--- src/rtl/fifo_arb_pkg.sv ---
// ---------------------------------------------------------------------------
// fifo_arb_pkg
//   Shared definitions for the FIFO write-port arbiter.
//   - state_e : arbiter FSM encoding (ST_IDLE = 0, ST_BURST = 1)
//   - OWNER_W : width of the owner_id output
//   - STALL_W : width of the optional stall counter (FIFO_WR_ARB_STATS_EN)
// ---------------------------------------------------------------------------
package fifo_arb_pkg;

    typedef enum logic {
        ST_IDLE  = 1'b0,
        ST_BURST = 1'b1
    } state_e;

    localparam int OWNER_W = 3;
    localparam int STALL_W = 16;

endpackage

--- src/rtl/fifo_wr_arbiter_rr_pick.sv ---
// ---------------------------------------------------------------------------
// rr_pick
//   Combinational round-robin search. Returns the first set bit of req,
//   starting at (last_owner + 1) mod NUM_REQ and wrapping upward.
//   Ports:
//     req        in  NUM_REQ  request vector
//     last_owner in  IDX_W    index of the previous owner
//     found      out 1        at least one request is set
//     idx        out IDX_W    winning index (0 when found is low)
// ---------------------------------------------------------------------------
module rr_pick
    import fifo_arb_pkg::*;
#(
    parameter int NUM_REQ = 4,
    parameter int IDX_W   = 2
) (
    input  logic [NUM_REQ-1:0] req,
    input  logic [IDX_W-1:0]   last_owner,
    output logic               found,
    output logic [IDX_W-1:0]   idx
);

    localparam logic [IDX_W:0] NUM_REQ_V = (IDX_W + 1)'(NUM_REQ);

    // One spare bit so last_owner + NUM_REQ never overflows before the wrap.
    logic [IDX_W:0]   sum;
    logic [IDX_W-1:0] cand;

    always_comb begin
        found = 1'b0;
        idx   = '0;
        sum   = '0;
        cand  = '0;
        // Offsets 1..NUM_REQ: the previous owner itself is visited last.
        for (int i = 1; i <= NUM_REQ; i++) begin
            sum = {1'b0, last_owner} + (IDX_W + 1)'(i);
            if (sum >= NUM_REQ_V) begin
                sum = sum - NUM_REQ_V;
            end
            cand = sum[IDX_W-1:0];
            if (!found && req[cand]) begin
                found = 1'b1;
                idx   = cand;
            end
        end
    end

endmodule

--- src/rtl/fifo_wr_arbiter.sv ---
// ---------------------------------------------------------------------------
// fifo_wr_arbiter
//   Shares the write port of the 64-entry dual-clock FIFO among NUM_REQ
//   write-domain requesters. Round-robin grants of up to MAX_BURST beats;
//   the owner's data is muxed onto buf_in and writes stall on buf_full.
//
//   Handshake: req[i] is valid, held with stable req_data/req_last until
//   accepted; a beat of requester i transfers on a rising clk_w edge where
//   gnt[i] is high (gnt is the accept strobe, equal to wr_en for the owner).
//   Dropping req[owner] mid-burst abandons the burst.
//
//   Ports:
//     clk_w     in   1                write clock
//     rst       in   1                asynchronous active-high reset
//     req       in   NUM_REQ          per-requester valid
//     req_data  in   NUM_REQ*DATA_W   requester i at [i*DATA_W +: DATA_W]
//     req_last  in   NUM_REQ          final beat of the requester's burst
//     gnt       out  NUM_REQ          one-hot beat-accept strobe
//     buf_full  in   1                FIFO full flag
//     wr_en     out  1                FIFO write enable
//     buf_in    out  DATA_W           FIFO write data
//     owner_id  out  OWNER_W          current / last owner index
//     busy      out  1                FSM is in ST_BURST (state debug view)
//     stall_cnt out  STALL_W          only with FIFO_WR_ARB_STATS_EN defined:
//                                     saturating count of full-stalled cycles
// ---------------------------------------------------------------------------
module fifo_wr_arbiter
    import fifo_arb_pkg::*;
#(
    parameter int NUM_REQ   = 4,
    parameter int DATA_W    = 8,
    parameter int MAX_BURST = 8
) (
    input  logic                      clk_w,
    input  logic                      rst,
    input  logic [NUM_REQ-1:0]        req,
    input  logic [NUM_REQ*DATA_W-1:0] req_data,
    input  logic [NUM_REQ-1:0]        req_last,
    output logic [NUM_REQ-1:0]        gnt,
    input  logic                      buf_full,
    output logic                      wr_en,
    output logic [DATA_W-1:0]         buf_in,
    output logic [OWNER_W-1:0]        owner_id,
    output logic                      busy
`ifdef FIFO_WR_ARB_STATS_EN
    ,
    output logic [STALL_W-1:0]        stall_cnt
`endif
);

    localparam int                IDX_W     = (NUM_REQ > 1) ? $clog2(NUM_REQ) : 1;
    localparam int                BCNT_W    = $clog2(MAX_BURST) + 1;
    localparam logic [BCNT_W-1:0] BEAT_LAST = BCNT_W'(MAX_BURST - 1);
    // Reset makes the highest index the "previous" owner so requester 0 wins first.
    localparam logic [IDX_W-1:0]  RST_LAST  = IDX_W'(NUM_REQ - 1);

    state_e              state_q, state_d;
    logic [IDX_W-1:0]    owner_q, owner_d;
    logic [IDX_W-1:0]    last_owner_q, last_owner_d;
    logic [BCNT_W-1:0]   beat_cnt_q, beat_cnt_d;

    logic                pick_found;
    logic [IDX_W-1:0]    pick_idx;
    logic                in_burst;
    logic                own_req;
    logic                own_last;
    logic                xfer;
    logic                burst_end;

    rr_pick #(
        .NUM_REQ (NUM_REQ),
        .IDX_W   (IDX_W)
    ) u_rr_pick (
        .req        (req),
        .last_owner (last_owner_q),
        .found      (pick_found),
        .idx        (pick_idx)
    );

    always_comb begin
        // rst gates the outputs directly so a write in flight is dropped
        // without waiting for the flops to clear.
        in_burst  = (state_q == ST_BURST) && !rst;
        own_req   = req[owner_q];
        own_last  = req_last[owner_q];
        xfer      = in_burst && own_req && !buf_full;
        burst_end = xfer && (own_last || (beat_cnt_q == BEAT_LAST));

        state_d      = state_q;
        owner_d      = owner_q;
        last_owner_d = last_owner_q;
        beat_cnt_d   = beat_cnt_q;

        case (state_q)
            ST_IDLE: begin
                if (pick_found) begin
                    owner_d    = pick_idx;
                    beat_cnt_d = '0;
                    state_d    = ST_BURST;
                end
            end
            ST_BURST: begin
                if (!own_req) begin
                    // Owner withdrew: abandon and let the next requester in.
                    last_owner_d = owner_q;
                    state_d      = ST_IDLE;
                end else if (xfer) begin
                    beat_cnt_d = beat_cnt_q + BCNT_W'(1);
                    if (burst_end) begin
                        last_owner_d = owner_q;
                        state_d      = ST_IDLE;
                    end
                end
                // buf_full with req held: everything holds, including a pending last beat.
            end
            default: state_d = ST_IDLE;
        endcase
    end

    always_ff @(posedge clk_w or posedge rst) begin
        if (rst) begin
            state_q      <= ST_IDLE;
            owner_q      <= '0;
            last_owner_q <= RST_LAST;
            beat_cnt_q   <= '0;
        end else begin
            state_q      <= state_d;
            owner_q      <= owner_d;
            last_owner_q <= last_owner_d;
            beat_cnt_q   <= beat_cnt_d;
        end
    end

    assign busy     = in_burst;
    assign wr_en    = xfer;
    assign gnt      = xfer ? (NUM_REQ'(1) << owner_q) : '0;
    assign buf_in   = in_burst ? req_data[int'(owner_q)*DATA_W +: DATA_W] : '0;
    assign owner_id = OWNER_W'(owner_q);

`ifdef FIFO_WR_ARB_STATS_EN
    logic [STALL_W-1:0] stall_cnt_q, stall_cnt_d;

    always_comb begin
        stall_cnt_d = stall_cnt_q;
        if (in_burst && own_req && buf_full && (stall_cnt_q != '1)) begin
            stall_cnt_d = stall_cnt_q + STALL_W'(1);
        end
    end

    always_ff @(posedge clk_w or posedge rst) begin
        if (rst) begin
            stall_cnt_q <= '0;
        end else begin
            stall_cnt_q <= stall_cnt_d;
        end
    end

    assign stall_cnt = stall_cnt_q;
`endif

endmodule

--- config.mk ---
export PLATFORM = sky130hd
export DESIGN_NAME = fifo_wr_arbiter
export DESIGN_NICKNAME = d
export VERILOG_FILES = /design/src/rtl/fifo_arb_pkg.sv /design/src/rtl/fifo_wr_arbiter_rr_pick.sv /design/src/rtl/fifo_wr_arbiter.sv
export SDC_FILE = /design/constraint.sdc
export NUM_CORES = 1
export LEC_CHECK = 0
export CORE_ASPECT_RATIO = 1.5
export CORE_MARGIN = 3
export CORE_UTILIZATION = 39
export DETAILED_ROUTE_END_ITERATION = 8
export PLACE_DENSITY = 0.95
export SLEW_MARGIN = 20
export SYNTH_ARGS = -nofsm -noshare
export SYNTH_HDL_FRONTEND = slang
export SYNTH_HIERARCHICAL = 1
export SYNTH_SLANG_ARGS = --single-unit
--- constraint.sdc ---
create_clock -name clk_w -period 3.9 [get_ports clk_w]
set_input_delay 0.78 -clock clk_w [delete_from_list [all_inputs] [get_ports clk_w]]
set_output_delay 0.78 -clock clk_w [all_outputs]
set_load 0.1 [all_outputs]
==> metrics.md <==
| Metric | Value |
|---|---|
| Status | complete, no violations |
| Ports | 60 |
| Layout Skew | approximately 0.0016 ns |
| Synth Instances | between 90 and 100 |
| Layout area overhead | 66.2% |
| Fin nets | about 200 |
| Initial Util | between 40% and 50% |
| WP data arrival | 2.44 ns |
| TritonCTS buffer count | 3 |
| Die Width | around 46 um |
| EDFF count, synth | 0 |
| Hold WS | between 0.4 and 0.5 ns |
| Row cnt | 21 |
| Synthesis-stage register bit count | 9 |
| PortBufs | 58 |
| N_diodes | 0 |
| Ys async rst share | between 90% and 100% |
| Min-Delay Endpoint | beat_cnt_q[3] |
| Post-DP HPWL | 2.56 mm |
| Count leader, synth | nand2_1 |
| Syn Std Cell Area | 936 um2 |
| DRC viols | 0 |
| RePlAce Congestion | 0.762 |
| Ys flop type | dfrtp_1 |
| # H-tree levels | 1 |
| Register area | 228 um2 |
| CP Max Fanout | 6 |
| Hold Startpoint | beat_cnt_q[3] |
| Longest Clk Path Bufs | 2 |
| CP Class | primary input to primary output |
| Startpoint Class | primary input |
| Sequential cell area fraction in the yosys report | ~24% |
| Crit end category | primary output |
| Max Cap Viol | 0 |
| Largest net degree at the start of global routing | 19 |
| Slew headroom | a little under half |
| Total negative slack | 0 ns |
| Via count | between 1000 and 1500 |
| RSZ-0062 raised after global routing | false |
| DRT Pass-1 Iters | 4 |
| Reg2Reg Launch Point | owner_q[0] |
| Synthesized Nets | 140 |
| Period utilisation layout | around 83% |
| Commonest cells post-synth | nand2_1, and3_1, dfrtp_1 |
| Hold Crit Depth | 1 |
| Final hold vios | 0 |
| Reg2reg end | last_owner_q[0] |
| First DRT Iteration DRCs | 10 |
| DIE HEIGHT | 66.0 um |
| R2R Setup Slk | around 1.9 ns |
| LEAKAGE | around 0.7 nW |
| Post-detailed-route count of antenna-violating nets | 0 |
| Number of synthesis warnings | 6 |
| Top-area cell type share of the netlist area | roughly a fifth |
| Area of the core | ~0.0023 mm2 |
| Total Routing Usage GR | about a fifth |
| Pins Over Slew Limit | 0 |
| Global-route wire length before repair | approximately 4.7 mm |
| Synth unique cells | 35 |
| Post-Route WL | ~3.1 mm |
| Die area | between 0.003 and 0.004 mm2 |
| CTS tree | yes |
| Hold_buf cts | 0 |
| Fraction of layout cells with a size suffix above 1 | around a fifth |
| Most area-hungry cell type in the Yosys netlist | dfrtp_1 |
| Max Clock Freq | a little over 300 MHz |
| Wirelength per Cell | approximately 18 um |
| Cells on worst reg2reg path | 3 |
| Pwr/cell area | 674 mW/mm2 |
| Filler Cell Count | 165 |
| VDD IR max | ~0.30 mV |
| Final min period | ~3.2 ns |
| Req. time, crit path | ~3.1 ns |
| Top post-synthesis cells by area | dfrtp_1, mux4_1, mux4_2, nand2_1, and3_1 |
| Hold Crit Class | flip-flop to flip-flop |
| Worst slew pin tran | about 0.78 ns |
| Multi-input gate area | ~660 um2 |
| Vias in the first global route | between 1000 and 1500 |
| Syn Area/Cell | 9.75 um2 |
| Setup bufs post-CTS | 0 |
| PostCTS Resize Cnt | 0 |
| # clock sinks | 9 |
| Initial antenna violation count | 0 |
| Setup violators final | 0 |
| Via density | approximately 5.8 |
| Clk Latency, worst-skew pair | between 0.2 and 0.3 ns |
| CTS root buf | clkbuf_4 |
| CTS clk-pin slew, worst paths | ~0.060 ns |
| GRT overflow | 0 |
placed cells by master (no fill, tap or decap), drive strengths merged, types with 2 or more instances in the layout:
master / Yosys / routed
clkbuf: 1 / 4
a21oi: 3 / 3
nand2: 18 / 18
buf: 6 / 16
o2111ai: 2 / 2
dfrtp: 7 / 7
nor2: 3 / 3
inv: 5 / 5
dfstp: 2 / 2
a2bb2oi: 2 / 2
nand3: 2 / 2
o211ai: 2 / 2
clkdlybuf4s50: 0 / 42
mux4: 10 / 10
nand2b: 4 / 4
and3: 9 / 9
mux2i: 5 / 5
nor3b: 3 / 3
flip-flops by register name (all words and copies together), names as in the netlist:
name / cells
beat_cnt_q: 4
last_owner_q: 2
owner_q: 2
state_q: 1
kinds of logic after synthesis:
logic type	share of synthesized area, %
AOI/OAI and AO/OA	11.0
adders and majority gates	1.34
buffers and inverters	6.82
DFF	24.3
muxes	31.4
other	0.401
and+or+nand+nor	24.7
worst max path at each step:
| stage | end | start | depth (start not counted) | slack [ns] |
|---|---|---|---|---|
| final | gnt[1] | rst | 5 | 0.68 |
| after global routing | gnt[2] | rst | 5 | 0.60 |
| after CTS | gnt[1] | rst | 5 | 0.67 |
| after detailed placement | gnt[1] | rst | 5 | 0.67 |
| after global placement | gnt[2] | rst | 5 | 0.76 |
| after floorplan | gnt[2] | owner_q[1] | 4 | 0.24 |
critical path: stages:
cell,delay (ns)
clkdlybuf4s50_1,0.45
nor3b_1,0.49
nand2_2,0.22
nor3b_2,0.30
buf_12,0.21
layer usage:
metal	vias up	share of wire (%)	global-route usage, %
met5	-	0	0
met4	0	3.7	10.7
met3	11	12	7.36
met2	55	53	39.8
met1	479	32	18.4
li1	466	-	-
power by group:
group	internal (mW)	switching (mW)	total (mW)
Clock	0.0395	0.0331	0.0725
Sequential	0.135	0.115	0.250
Combinational	0.270	0.455	0.726
final cells by class:
cell class | instances | area share, %
clock buffer | 4 | 1.69
inverter | 6 | 1.45
multi-input combinational | 74 | 42.4
sequential | 9 | 14.6
tap | 23 | 1.85
timing repair buffer | 58 | 38.0
stage by stage:
step | std cells | worst slack [ns] | area, um2 | utilization [%] | power (mW)
floorplan | 96 | 0.239 | 951 | - | 0.810
global placement | 170 | 0.758 | 1530 | 67.7 | 0.952
detailed placement | 170 | 0.674 | 1530 | 67.7 | 0.983
CTS | 174 | 0.673 | 1560 | 68.8 | 1.05
global route | 174 | 0.598 | 1560 | 68.8 | 1.11
finish | 174 | 0.677 | 1560 | 68.8 | 1.05
(Power assumes the default switching activity.)
